`src/rtl/if_program_ctrl_if.sv`:
```
// Byte stream from the UART receiver plus the fetch-stage write/enable bus.
// The master side is the host/pipeline; the slave side is the program controller.
interface if_program_ctrl_if #(
    parameter int INST_SZ = 32,
    parameter int MEM_SZ  = 10
) ();
    logic [7:0]         rx_data;
    logic               rx_valid;
    logic               rx_ready;
    logic               halt_done;
    logic               write;
    logic [MEM_SZ-1:0]  wr_addr;
    logic [INST_SZ-1:0] instruction;
    logic               enable;

    modport master (
        output rx_data, rx_valid, halt_done,
        input  rx_ready, write, wr_addr, instruction, enable
    );

    modport slave (
        input  rx_data, rx_valid, halt_done,
        output rx_ready, write, wr_addr, instruction, enable
    );
endinterface

```
`src/rtl/if_program_ctrl.sv`:
```
// Fetch-stage sequencer: loads little-endian instruction words from a byte stream
// into instruction memory, then gates pipeline enable for runs or single steps.
module if_program_ctrl #(
    parameter int                 INST_SZ   = 32,
    parameter int                 MEM_SZ    = 10,
    parameter logic [INST_SZ-1:0] HALT_WORD = 32'hFFFF_FFFF
) (
    input  logic              i_clk,
    input  logic              i_reset_n,
    if_program_ctrl_if.slave  bus,
    output logic [MEM_SZ:0]   o_inst_count,
    output logic              o_load_ovf,
    output logic              o_cmd_err,
    output logic [2:0]        o_state
);
    localparam int BYTES  = INST_SZ / 8;
    localparam int BIDX_W = (BYTES > 1) ? $clog2(BYTES) : 1;

    localparam logic [7:0] CMD_LOAD = 8'h4C;
    localparam logic [7:0] CMD_RUN  = 8'h43;
    localparam logic [7:0] CMD_STEP = 8'h53;
    localparam logic [7:0] CMD_NEXT = 8'h4E;
    localparam logic [7:0] CMD_QUIT = 8'h51;

    localparam logic [MEM_SZ-1:0] ADDR_MAX = '1;

    typedef enum logic [2:0] {
        S_IDLE       = 3'd0,
        S_LOAD       = 3'd1,
        S_WRITE      = 3'd2,
        S_RUN        = 3'd3,
        S_STEP       = 3'd4,
        S_STEP_PULSE = 3'd5,
        S_DONE       = 3'd6
    } state_t;

    state_t              state_reg, state_next;
    logic [BIDX_W-1:0]   byte_idx_reg;
    logic [MEM_SZ-1:0]   addr_reg;
    logic [INST_SZ-1:0]  word_reg;
    logic [MEM_SZ:0]     count_reg;
    logic                ovf_reg;
    logic                cmd_err_reg;
    logic                rx_ready;
    logic                take;
    logic                start_load;

    // Ready depends on state only, so no combinational path from the byte stream
    assign rx_ready = (state_reg == S_IDLE) || (state_reg == S_LOAD) ||
                      (state_reg == S_STEP) || (state_reg == S_DONE);
    assign take       = bus.rx_valid && rx_ready;
    assign start_load = take && (bus.rx_data == CMD_LOAD) &&
                        ((state_reg == S_IDLE) || (state_reg == S_DONE));

    always_ff @(posedge i_clk or negedge i_reset_n) begin
        if (!i_reset_n) begin
            state_reg <= S_IDLE;
        end else begin
            state_reg <= state_next;
        end
    end

    always_comb begin
        state_next = state_reg;
        case (state_reg)
            S_IDLE, S_DONE: begin
                if (take) begin
                    case (bus.rx_data)
                        CMD_LOAD: state_next = S_LOAD;
                        CMD_RUN:  state_next = S_RUN;
                        CMD_STEP: state_next = S_STEP;
                        default:  state_next = state_reg;
                    endcase
                end
            end
            S_LOAD: begin
                if (take && (byte_idx_reg == BIDX_W'(BYTES - 1)))
                    state_next = S_WRITE;
            end
            S_WRITE: begin
                if ((word_reg == HALT_WORD) || (addr_reg == ADDR_MAX))
                    state_next = S_IDLE;
                else
                    state_next = S_LOAD;
            end
            S_RUN: begin
                if (bus.halt_done)
                    state_next = S_DONE;
            end
            S_STEP: begin
                // A retired halt takes priority over any pending step command
                if (bus.halt_done)
                    state_next = S_DONE;
                else if (take && (bus.rx_data == CMD_NEXT))
                    state_next = S_STEP_PULSE;
                else if (take && (bus.rx_data == CMD_QUIT))
                    state_next = S_IDLE;
            end
            S_STEP_PULSE: state_next = S_STEP;
            default:      state_next = S_IDLE;
        endcase
    end

    always_ff @(posedge i_clk or negedge i_reset_n) begin
        if (!i_reset_n) begin
            byte_idx_reg <= '0;
            addr_reg     <= '0;
            word_reg     <= '0;
            count_reg    <= '0;
            ovf_reg      <= 1'b0;
            cmd_err_reg  <= 1'b0;
        end else begin
            if (start_load) begin
                byte_idx_reg <= '0;
                addr_reg     <= '0;
                count_reg    <= '0;
                ovf_reg      <= 1'b0;
            end
            if ((state_reg == S_IDLE) && take &&
                (bus.rx_data != CMD_LOAD) && (bus.rx_data != CMD_RUN) &&
                (bus.rx_data != CMD_STEP)) begin
                cmd_err_reg <= 1'b1;
            end
            if ((state_reg == S_LOAD) && take) begin
                word_reg     <= {bus.rx_data, word_reg[INST_SZ-1:8]};
                byte_idx_reg <= byte_idx_reg + BIDX_W'(1);
            end
            if (state_reg == S_WRITE) begin
                count_reg <= count_reg + (MEM_SZ+1)'(1);
                // The last address is held rather than wrapped; the load ends here anyway
                if (addr_reg != ADDR_MAX)
                    addr_reg <= addr_reg + MEM_SZ'(1);
                if ((word_reg != HALT_WORD) && (addr_reg == ADDR_MAX))
                    ovf_reg <= 1'b1;
            end
        end
    end

    assign bus.rx_ready    = rx_ready;
    assign bus.write       = (state_reg == S_WRITE);
    assign bus.wr_addr     = addr_reg;
    assign bus.instruction = word_reg;
    assign bus.enable      = (state_reg == S_RUN) || (state_reg == S_STEP_PULSE);
    assign o_inst_count    = count_reg;
    assign o_load_ovf      = ovf_reg;
    assign o_cmd_err       = cmd_err_reg;
    assign o_state         = state_reg;
endmodule
```
`src/flat_wrapper.sv`:
```
// flat-port wrapper written by rule: the top's interface ports become plain ports
module if_program_ctrl_flat 
#(
    parameter int                 INST_SZ   = 32,
    parameter int                 MEM_SZ    = 10,
    parameter logic [INST_SZ-1:0] HALT_WORD = 32'hFFFF_FFFF
)
  (i_clk, i_reset_n, o_inst_count, o_load_ovf, o_cmd_err, o_state, bus_rx_data, bus_rx_valid, bus_halt_done, bus_rx_ready, bus_write, bus_wr_addr, bus_instruction, bus_enable);
  if_program_ctrl_if #(.INST_SZ(INST_SZ), .MEM_SZ(MEM_SZ)) bus_i ();
  input  logic i_clk;
  input  logic i_reset_n;
  output logic [MEM_SZ:0] o_inst_count;
  output logic o_load_ovf;
  output logic o_cmd_err;
  output logic [2:0] o_state;
  input wire logic [$bits(bus_i.rx_data)-1:0] bus_rx_data;
  input wire logic [$bits(bus_i.rx_valid)-1:0] bus_rx_valid;
  input wire logic [$bits(bus_i.halt_done)-1:0] bus_halt_done;
  output wire logic [$bits(bus_i.rx_ready)-1:0] bus_rx_ready;
  output wire logic [$bits(bus_i.write)-1:0] bus_write;
  output wire logic [$bits(bus_i.wr_addr)-1:0] bus_wr_addr;
  output wire logic [$bits(bus_i.instruction)-1:0] bus_instruction;
  output wire logic [$bits(bus_i.enable)-1:0] bus_enable;
  assign bus_i.rx_data = bus_rx_data;
  assign bus_i.rx_valid = bus_rx_valid;
  assign bus_i.halt_done = bus_halt_done;
  assign bus_rx_ready = bus_i.rx_ready;
  assign bus_write = bus_i.write;
  assign bus_wr_addr = bus_i.wr_addr;
  assign bus_instruction = bus_i.instruction;
  assign bus_enable = bus_i.enable;
  if_program_ctrl #(.INST_SZ(INST_SZ), .MEM_SZ(MEM_SZ), .HALT_WORD(HALT_WORD)) u_core (.i_clk(i_clk), .i_reset_n(i_reset_n), .bus(bus_i), .o_inst_count(o_inst_count), .o_load_ovf(o_load_ovf), .o_cmd_err(o_cmd_err), .o_state(o_state));
endmodule
```
`config.mk`:
```
export PLATFORM = sky130hd
export DESIGN_NAME = if_program_ctrl_flat
export DESIGN_NICKNAME = d
export VERILOG_FILES = /design/src/rtl/if_program_ctrl_if.sv /design/src/rtl/if_program_ctrl.sv /design/src/flat_wrapper.sv
export SDC_FILE = /design/constraint.sdc
export NUM_CORES = 1
export LEC_CHECK = 0
export BUFFER_PORTS_ARGS = -buffer_cell sky130_fd_sc_hd__buf_4
export CORE_UTILIZATION = 35
export DETAILED_ROUTE_END_ITERATION = 10
export GPL_ROUTABILITY_DRIVEN = 0
export PLACE_DENSITY_LB_ADDON = 0.2
export SLEW_MARGIN = 20
export SYNTH_ARGS = -nofsm -noshare
export SYNTH_HDL_FRONTEND = slang
export SYNTH_SLANG_ARGS = --single-unit
```
`constraint.sdc`:
```
create_clock -name i_clk -period 2.57 [get_ports i_clk]
set_clock_uncertainty 0.05 [all_clocks]
set_input_delay 0.257 -clock i_clk [delete_from_list [all_inputs] [get_ports i_clk]]
set_output_delay 0.257 -clock i_clk [all_outputs]
set_load 0.1 [all_outputs]
```
==> summary.md <==
| Metric | Value |
|---|---|
| DRT Pass-1 Iters | 4 |
| Critical Path Fanout Max | 13 |
| Total track usage | 0.172 |
| Initial antenna violation count | 0 |
| Commonest non-fill, non-tap cells in the layout | buf_4, dfrtp_1, mux2_2 |
| Yosys reg bits | 60 |
| CP Class | reg -> out |
| Final period util | 0.916 |
| Setup TNS Final | 0 ps |
| Critical Path RT | around 2300 ps |
| Post-CTS Hold Buffers | 1 |
| Final Hold Vio Count | 0 |
| Area growth syn-to-layout | 30.8% |
| H-tree depth | 3 |
| Avg Vias per Cell | ~5.3 |
| Routed len/inst | about 16 µm |
| Final instance area | between 0.003 and 0.004 mm² |
| Ys Warns | 0 |
| Die Span X | 93.4 µm |
| Top_reg_cell synth | dfrtp_1 |
| Vias in the first global route | approximately 2300 |
| Max reg flops | 32 |
| Cells after Synth | about 260 |
| CTS tree | built |
| Number of I/O port buffers | 72 |
| Die height | around 93 µm |
| WL final | roughly 6.9 mm |
| Reg clk slew, reported paths | roughly 70 ps |
| CORE AREA | 0.00789 mm² |
| Largest net degree at the start of global routing | 61 |
| Overflow after GRT | 0 |
| CTS Root Cell | clkbuf_8 |
| Clk_lat worst skew | approximately 330 ps |
| Most common cell after layout, fill and taps aside | buf_4 |
| Crit path capture type | output port |
| Routed vias | about 2400 |
| Io pins | 73 |
| Clock Path Buffers | 2 |
| Initial core utilization | 0.371 |
| Type of the worst min-delay path | in -> reg |
| Slew headroom | 0.494 |
| Layout cells sized above 1 | 0.382 |
| Post-synth EDFFs | 0 |
| Syn nets | between 200 and 300 |
| Crit path launch type | flop |
| TritonCTS Buffers | 9 |
| Ys async rst share | 1.00 |
| Residual DRC | 0 |
| Crit path DAT | about 2100 ps |
| R2R setup slack | 490 ps |
| Diode count | 0 |
| Syn_area_per_cell | roughly 11 µm² |
| DRT antenna net count | 0 |
| RSZ-0062 raised after global routing | false |
| Fmax achieved | around 420 MHz |
| Status | complete, no violations |
| First-pass GRT wire length | 11.6 mm |
| Max Cap Viol | 0 |
| Distinct cell type count after synthesis | just under 50 |
| TritonCTS Sinks | 60 |
| DIE AREA | roughly 0.0087 mm² |
| Post-synthesis instance area | ~0.0029 mm² |
| Starting DRT DRC Count | ~100 |
| Util after Layout | 0.485 |
| Post-DP HPWL | 4.90 mm |
| Fin. max-slew vios | 0 |
| Period minus WS final | approximately 2400 ps |
| Worst Tran Pin Value | ~760 ps |
| Placed inst area | 0.00358 mm² |
| Cts repair resizes | 0 |
| Final Setup Violations | 0 |
| Share of the yosys chip area belonging to registers | 0.513 |
| Row count | 32 |
| Final nets | between 300 and 400 |
| Setup bufs post-CTS | 0 |
-- path summary, 6_finish.rpt --
kind                       cells past startpoint               from                    endpoint
max                                            4  u_core.o_state[2]                   bus_write
min                                            2     bus_rx_data[6]  u_core.bus.instruction[30]
max reg2reg                                    6  u_core.o_state[2]      u_core.o_inst_count[3]
min reg2reg                                    1   u_core.o_cmd_err            u_core.o_cmd_err
max in group asynchronous                      2          i_reset_n  u_core.bus.instruction[18]
min in group asynchronous                      2          i_reset_n      u_core.o_inst_count[8]
-- cell families (layout without fill, tap and decap cells) --
kind of cell | Yosys count | count (layout) | synth area share
xor gates and xnor gates | 6 | 6 | 0.0180
buffers and inverters | 15 | 95 | 0.0270
adders and majority gates | 3 | 3 | 0.0128
AOI/OAI and AO/OA | 51 | 51 | 0.119
DFF | 60 | 60 | 0.513
and+or+nand+nor | 92 | 92 | 0.172
muxes | 36 | 36 | 0.138
-- critical path, cell delays in order, from the launching register on --
cell      delay, ps
dfrtp_1         550
or3b_1          490
buf_4           220
clkinv_2        140
buf_4           310
-- area by class of cell --
| cell class | instances | area (µm²) |
|---|---|---|
| fill | 740 | 4060 |
| clock buffer | 13 | 169 |
| inverter | 3 | 12.5 |
| tap | 102 | 128 |
| multi-input combinational | 188 | 1360 |
| sequential | 60 | 1500 |
| clock inverter | 3 | 67.6 |
| timing repair buffer | 76 | 586 |
-- cells in the mapped netlist (all sizes together), types with 2 or more instances --
cell type	number	share of area
dfrtp	60	0.51
mux2	34	0.13
o21ai	21	0.036
nand2	19	0.024
nor2	17	0.022
nand4	13	0.033
nand3	12	0.021
buf	8	0.018
and3	6	0.013
a22o	5	0.015
a31oi	5	0.016
nand2b	5	0.011
clkbuf	4	0.0056
o211ai	4	0.010
xor2	4	0.012
and2	3	0.0064
ha	3	0.013
nor3	3	0.0051
nor3b	3	0.0094
o31ai	3	0.0077
a21oi	2	0.0034
a41oi	2	0.0060
inv	2	0.0026
mux2i	2	0.0068
nor2b	2	0.0043
nor4	2	0.0043
o22ai	2	0.0043
or3	2	0.0043
xnor2	2	0.0060
-- metal layers --
layer	track usage	wire [µm]
met1	0.217	3090
met3	0.0667	420
met5	0	0
met4	0.0462	94
met2	0.276	3320
-- through the flow --
step	instances	worst slack (ps)	hold slack [ps]
global placement	428	545	332
detailed placement	428	519	337
finish	445	216	115
global route	445	139	106
floorplan	263	11.4	-88.6
CTS	445	207	98.6
Power is not shown: default switching activity piles up to over one toggle a cycle in this logic, so the estimate is an artifact.
